`src/rtl/srff_counter_ctrl_if.sv`:
```
// srff_counter_ctrl_if
// Command, configuration and status bundle for the SR-flip-flop counter
// controller.
//   master : the sequencer side. It drives the commands and configuration
//            and observes the counter.
//   slave  : the controller side (srff_counter_ctrl).
// Signals:
//   start, stop, pause, tick      command and strobe inputs to the controller
//   dir, auto_reload, load_val    run configuration, captured at start
//   q, s_out, r_out               SR bank value and its per-bit excitation
//   busy, tc, done                run status
interface srff_counter_ctrl_if #(
   parameter int WIDTH = 4
);
   logic             start;
   logic             stop;
   logic             pause;
   logic             dir;
   logic             auto_reload;
   logic [WIDTH-1:0] load_val;
   logic             tick;
   logic [WIDTH-1:0] q;
   logic [WIDTH-1:0] s_out;
   logic [WIDTH-1:0] r_out;
   logic             busy;
   logic             tc;
   logic             done;

   modport master (
      output start, stop, pause, dir, auto_reload, load_val, tick,
      input  q, s_out, r_out, busy, tc, done
   );

   modport slave (
      input  start, stop, pause, dir, auto_reload, load_val, tick,
      output q, s_out, r_out, busy, tc, done
   );
endinterface

```
`src/rtl/srff_counter_ctrl.sv`:
```
// srff_counter_ctrl
// Sequencer for an N-bit counter that is held in a bank of SR flip-flops.
// The controller accepts start/stop/pause commands and loads a start value.
// It then counts up or down, one step per strobe, toward a terminal count:
// all ones when counting up, zero when counting down. It computes the
// per-bit S/R excitation itself. The bank then updates as
// q_next = S | (~R & q).
// Ports:
//   clk    rising-edge clock
//   reset  asynchronous, active-high reset
//   bus    srff_counter_ctrl_if.slave (commands in, counter and status out)
// Parameters:
//   WIDTH     counter width in bits (>= 2)
//   PRESCALE  internal step divider (>= 1). It is used only when the macro
//             SRCTRL_PRESCALE_EN is defined. With the macro undefined, the
//             tick input is the step strobe.
module srff_counter_ctrl #(
   parameter int WIDTH    = 4,
   parameter int PRESCALE = 4
) (
   input  logic             clk,
   input  logic             reset,
   srff_counter_ctrl_if.slave bus
);
   // Stop elaboration on a bad configuration. This check also covers
   // PRESCALE in builds that do not use the divider.
   if (WIDTH < 2 || PRESCALE < 1) begin : g_bad_cfg
      $error("srff_counter_ctrl: WIDTH must be >= 2 and PRESCALE >= 1");
   end

   typedef enum logic [1:0] {IDLE, LOAD, RUN, HOLD} state_t;

   state_t           state_reg;
   logic [WIDTH-1:0] q_reg;
   logic [WIDTH-1:0] shadow_val_reg;
   logic             shadow_dir_reg;
   logic             shadow_reload_reg;
   logic             busy_reg;
   logic             done_reg;

   logic             step;
   logic             run_step;
   logic             tc;
   logic [WIDTH-1:0] terminal;
   logic [WIDTH-1:0] target;
   logic [WIDTH-1:0] s_exc;
   logic [WIDTH-1:0] r_exc;

`ifdef SRCTRL_PRESCALE_EN
   localparam int DIV_W = (PRESCALE > 1) ? $clog2(PRESCALE) : 1;
   logic [DIV_W-1:0] div_reg;
   // With PRESCALE=1, div_reg stays at 0, so every RUN cycle is a step.
   assign step = (div_reg == DIV_W'(PRESCALE - 1));
`else
   assign step = bus.tick;
`endif

   always_comb begin
      terminal = {WIDTH{~shadow_dir_reg}};
      tc       = ((state_reg == RUN) || (state_reg == HOLD)) && (q_reg == terminal);
      // stop and pause both take priority over a step in the same cycle.
      run_step = (state_reg == RUN) && !bus.stop && !bus.pause && step;
      target   = q_reg;
      case (state_reg)
         LOAD: target = shadow_val_reg;
         RUN: begin
            if (run_step) begin
               // Check for the terminal count before stepping, so the
               // counter never wraps.
               if (!tc) begin
                  target = shadow_dir_reg ? q_reg - WIDTH'(1) : q_reg + WIDTH'(1);
               end else if (shadow_reload_reg) begin
                  target = shadow_val_reg;
               end
            end
         end
         default: target = q_reg;
      endcase
      // A bit is set only where it rises and cleared only where it falls,
      // so S and R are never both active on the same bit.
      s_exc = target & ~q_reg;
      r_exc = ~target & q_reg;
   end

   always_ff @(posedge clk or posedge reset) begin
      if (reset) begin
         state_reg         <= IDLE;
         q_reg             <= '0;
         shadow_val_reg    <= '0;
         shadow_dir_reg    <= 1'b0;
         shadow_reload_reg <= 1'b0;
         busy_reg          <= 1'b0;
         done_reg          <= 1'b0;
`ifdef SRCTRL_PRESCALE_EN
         div_reg           <= '0;
`endif
      end else begin
         done_reg <= 1'b0;
         // SR flip-flop update of the counter bank.
         q_reg    <= s_exc | (~r_exc & q_reg);
         case (state_reg)
            IDLE: begin
               if (bus.start && !bus.stop) begin
                  state_reg         <= LOAD;
                  busy_reg          <= 1'b1;
                  shadow_val_reg    <= bus.load_val;
                  shadow_dir_reg    <= bus.dir;
                  shadow_reload_reg <= bus.auto_reload;
               end
            end
            LOAD: state_reg <= RUN;
            RUN: begin
               if (bus.stop) begin
                  state_reg <= IDLE;
                  busy_reg  <= 1'b0;
               end else if (bus.pause) begin
                  state_reg <= HOLD;
               end else if (step && tc) begin
                  done_reg <= 1'b1;
                  if (!shadow_reload_reg) begin
                     state_reg <= IDLE;
                     busy_reg  <= 1'b0;
                  end
               end
            end
            HOLD: begin
               if (bus.stop) begin
                  state_reg <= IDLE;
                  busy_reg  <= 1'b0;
               end else if (!bus.pause) begin
                  state_reg <= RUN;
               end
            end
            default: begin
               state_reg <= IDLE;
               busy_reg  <= 1'b0;
            end
         endcase
`ifdef SRCTRL_PRESCALE_EN
         // The divider advances only on RUN cycles that are not being
         // stopped or paused. It holds in HOLD and clears everywhere else.
         if (state_reg == RUN) begin
            if (!bus.stop && !bus.pause) begin
               div_reg <= step ? '0 : div_reg + DIV_W'(1);
            end
         end else if (state_reg != HOLD) begin
            div_reg <= '0;
         end
`endif
      end
   end

   assign bus.q     = q_reg;
   assign bus.s_out = s_exc;
   assign bus.r_out = r_exc;
   assign bus.busy  = busy_reg;
   assign bus.tc    = tc;
   assign bus.done  = done_reg;
endmodule

```
`src/flat_wrapper.sv`:
```
// flat-port wrapper written by rule: the top's interface ports become plain ports
module srff_counter_ctrl_flat 
#(
   parameter int WIDTH    = 4,
   parameter int PRESCALE = 4
)
  (clk, reset, bus_start, bus_stop, bus_pause, bus_dir, bus_auto_reload, bus_load_val, bus_tick, bus_q, bus_s_out, bus_r_out, bus_busy, bus_tc, bus_done);
  srff_counter_ctrl_if #(.WIDTH(WIDTH)) bus_i ();
  input  logic clk;
  input  logic reset;
  input wire logic [$bits(bus_i.start)-1:0] bus_start;
  input wire logic [$bits(bus_i.stop)-1:0] bus_stop;
  input wire logic [$bits(bus_i.pause)-1:0] bus_pause;
  input wire logic [$bits(bus_i.dir)-1:0] bus_dir;
  input wire logic [$bits(bus_i.auto_reload)-1:0] bus_auto_reload;
  input wire logic [$bits(bus_i.load_val)-1:0] bus_load_val;
  input wire logic [$bits(bus_i.tick)-1:0] bus_tick;
  output wire logic [$bits(bus_i.q)-1:0] bus_q;
  output wire logic [$bits(bus_i.s_out)-1:0] bus_s_out;
  output wire logic [$bits(bus_i.r_out)-1:0] bus_r_out;
  output wire logic [$bits(bus_i.busy)-1:0] bus_busy;
  output wire logic [$bits(bus_i.tc)-1:0] bus_tc;
  output wire logic [$bits(bus_i.done)-1:0] bus_done;
  assign bus_i.start = bus_start;
  assign bus_i.stop = bus_stop;
  assign bus_i.pause = bus_pause;
  assign bus_i.dir = bus_dir;
  assign bus_i.auto_reload = bus_auto_reload;
  assign bus_i.load_val = bus_load_val;
  assign bus_i.tick = bus_tick;
  assign bus_q = bus_i.q;
  assign bus_s_out = bus_i.s_out;
  assign bus_r_out = bus_i.r_out;
  assign bus_busy = bus_i.busy;
  assign bus_tc = bus_i.tc;
  assign bus_done = bus_i.done;
  srff_counter_ctrl #(.WIDTH(WIDTH), .PRESCALE(PRESCALE)) u_core (.clk(clk), .reset(reset), .bus(bus_i));
endmodule
```
`config.mk`:
```
export PLATFORM = sky130hd
export DESIGN_NAME = srff_counter_ctrl_flat
export DESIGN_NICKNAME = d
export VERILOG_FILES = /design/src/rtl/srff_counter_ctrl_if.sv /design/src/rtl/srff_counter_ctrl.sv /design/src/flat_wrapper.sv
export SDC_FILE = /design/constraint.sdc
export NUM_CORES = 1
export LEC_CHECK = 0
export ABC_AREA = 1
export BUFFER_PORTS_ARGS = -buffer_cell sky130_fd_sc_hd__buf_2
export CORE_MARGIN = 2
export CORE_UTILIZATION = 48
export CTS_BUF_LIST = sky130_fd_sc_hd__clkbuf_4
export CTS_CLUSTER_SIZE = 16
export DETAILED_ROUTE_END_ITERATION = 10
export PLACE_DENSITY = 0.73
export SYNTH_ARGS = -nofsm -noshare
export SYNTH_HDL_FRONTEND = slang
export SYNTH_SLANG_ARGS = --single-unit
```
`constraint.sdc`:
```
create_clock -name clk -period 2.25 [get_ports clk]
set_input_delay 0.45 -clock clk [delete_from_list [all_inputs] [get_ports clk]]
set_output_delay 0.45 -clock clk [all_outputs]
set_load 0.01 [all_outputs]
```
==> flow_metrics.tcl <==
set metrics [dict create \
    cts-root-to-sink-buffers 2 \
    crit_type "flip-flop to output port" \
    nNetsFinal 216 \
    cp-end-kind "output port" \
    detail_route.iter0.violations 23 \
    htree_levels 1 \
    worstPathCellList "ha_4, nand2_4, nor2_4, nand3_2, nand3_2, nand2_2, nand2_2, nand2_2, nor2_2, buf_2" \
    antenna-diode-count 0 \
    cellPowerDensity_nw_per_um2 1654 \
    overflow 0 \
    initial_antenna_violation_count 0 \
    critical_path.top_delay_family "simple AND/OR/NAND/NOR gates" \
    critical-path-slowest-cell "dfrtp_2" \
    tritoncts "done" \
    antenna_left 0 \
    die_h_um 51.90 \
    max_slew.worst_pin.slew_ns 0.5403 \
    worst_clock_skew_ns 0.001319 \
    finalMaxSlewViolations 0 \
    portBuffers 26 \
    slew_headroom_pct 63.94 \
    worstPathBufferInverterCount 1 \
    static-leakage-power_nw 0.7828 \
    area_growth_pct 36.14 \
    worst_skew_pair.late_latency_ns 0.28 \
    core.rowCount 17 \
    grt_start_max_net_pins 15 \
    arrival_ns 1.95 \
    holdBufCountCts 0 \
    number_of_hold_slack_violations_in_the_final_timing_report 0 \
    hp-class "input pin to asynchronous set/reset pin" \
    dpl.cell_count 209 \
    final_std_cells_w_o_fill 224 \
    cp.required_ns 1.80 \
    clkSinkCount 14 \
    synth_warnings 0 \
    asyncSetResetFlopFracSynth_pct 100.0 \
    dp.final_hpwl_mm 1.986 \
    detailroute.via_count 1163 \
    track_usage_pct 24.10 \
    worst_slack_at_placement_ns 0.06455 \
    outcome "complete, but fails checks" \
    clock-root-buffer "clkbuf_4" \
    avgSynthCellArea_um2 7.104 \
    clk_pin_slew_ns 0.09 \
    floorplan.initialDensity_pct 50.26 \
    achievable-frequency_ghz 0.4161 \
    final_setup_fails 9 \
    via_per_inst 5.192 \
    synth_top_cells_by_count "nand2_1 (36), inv_1 (23), dfrtp_1 (14), nand3_1 (14), nor2_1 (13)" \
    finalCriticalPeriod_ns 2.403 \
    layout-drive-gt1-share_pct 42.86 \
    crit_path_max_fanout 6 \
    synth-main-ff-cell "dfrtp_1" \
    failing_checks "negative setup slack" \
    synth_top_cells_by_area "dfrtp_1 (32%), nand2_1 (12%), inv_1 (7.8%), ha_1 (6.8%), nand3_1 (6.4%)" \
    postSynthRegisterBits 14 \
    yosysTopAreaCell "dfrtp_1" \
    synth.lib_cells_used.distinct 26 \
    maxCapViolations 0 \
    synth_nets 174 \
    first_global_vias 1088 \
    critical-path-max-stage-delay_ns 0.46 \
    cts_made_buffers 3 \
    start_kind "flip-flop" \
    core_um2 2191 \
    boundaryPins 27 \
    synth_edf_count 0 \
    synth_area_um2 1101 \
    wire_per_inst_um 13.31 \
    die_area_um2 2693 \
    yosys.cell_count.top_type "nand2_1" \
    wire_length_of_the_first_global_routing_pass_mm 4.830 \
    cpMostUsedCell "nand2_2" \
    routed_wirelength_mm 2.982 \
    postSynthCellCount 155 \
    period_share_pct 106.8 \
    synth_top_area_share_pct 31.82 \
    ys_seq_area_share_pct 31.82 \
    drc_errors 0 \
    gp_congestion 0.8919 \
    grt_setup_unrepaired "yes" \
    fin_ws_ns -0.1535 \
    first_pass_iters 4 \
    floorplan.die.width_um 51.90 \
    irDropWorstVdd_mv 1.038 \
]
## metrics by stage
step	setup TNS (ns)	utilization, %	hold WS, ns	total power [mW]	area, um^2
floorplan	0	-	0.3392	1.526	1101
global placement	0	57.91	0.4606	1.874	1269
detailed placement	0	57.91	0.4606	1.910	1269
CTS	-0.3773	65.68	0.2090	2.336	1439
global route	-1.908	68.42	0.2352	2.723	1499
finish	-0.9030	68.42	0.1881	2.479	1499
## cell families after synthesis
kind of cell	share of synthesized area [%]
simple gates	37.05
xor+xnor	0.7956
mux	2.045
buf+inv	9.431
flops	31.82
compound gates	10.23
fa+ha+maj	8.636
## worst paths after layout
check / startpoint / end / slack, ns / depth (start not counted)
hold / removal: reset / u_core.shadow_val_reg[0] / 0.19 / 2
setup / recovery: u_core.shadow_dir_reg / bus_s_out[0] / -0.15 / 10
max in group asynchronous: reset / u_core.bus.q[2] / 1.68 / 2
setup reg to reg: u_core.shadow_dir_reg / u_core.state_reg[1] / 0.58 / 8
hold reg to reg: u_core.bus.busy / u_core.bus.busy / 0.49 / 2
min in group clk: bus_load_val[1] / u_core.shadow_val_reg[1] / 0.39 / 2
## power by group
group	switching [mW]	internal, mW	total (mW)
Sequential	0.155	0.381	0.536
Clock	0.0912	0.0644	0.156
Combinational	1.02	0.764	1.79
Total	1.27	1.21	2.48
## cell usage in the layout (no fill, tap or decap), types with 5 or more instances in the layout
| cell type | instances |
|---|---|
| o21ai_0 | 7 |
| nand2_2 | 12 |
| nand2_1 | 29 |
| a21oi_1 | 9 |
| nand3_1 | 10 |
| dfrtp_1 | 9 |
| buf_4 | 12 |
| dfrtp_2 | 5 |
| inv_1 | 22 |
| buf_2 | 24 |
| nand3_2 | 5 |
| nor2_1 | 11 |
## worst register-to-register path, cell delays in order (launching register included)
cell	delay (ns)
dfrtp_2	0.46
ha_4	0.31
nand2_4	0.05
nor2_4	0.20
nand3_1	0.14
nand4_1	0.15
nand3_1	0.11
nand2_1	0.08
nand2_1	0.05
## cell type report
type,count,area [um^2]
clock inverter,1,3.754
timing repair buffer,38,232.7
tap,28,35.03
multi-input combinational,114,745.7
sequential,14,356.6
fill,178,691.9
inverter,26,102.6
clock buffer,3,22.52
## what timing repair did
item                       in CTS  in global routing
buffers inserted               10                  1
resized for setup              17                 13
pin swaps                       8                  6
gates cloned                    0                  0
setup endpoints to repair       8                  9
## per-layer routing
layer / up-vias / GRT usage [%] / wire length, um
li1: 581 / - / -
met2: 39 / 42.83 / 1464
met4: 0 / 11.40 / 102
met1: 531 / 27.42 / 1282
met5: - / 0 / 0
met3: 12 / 4.598 / 133
Note: power is estimated with default switching activity, not from simulation.
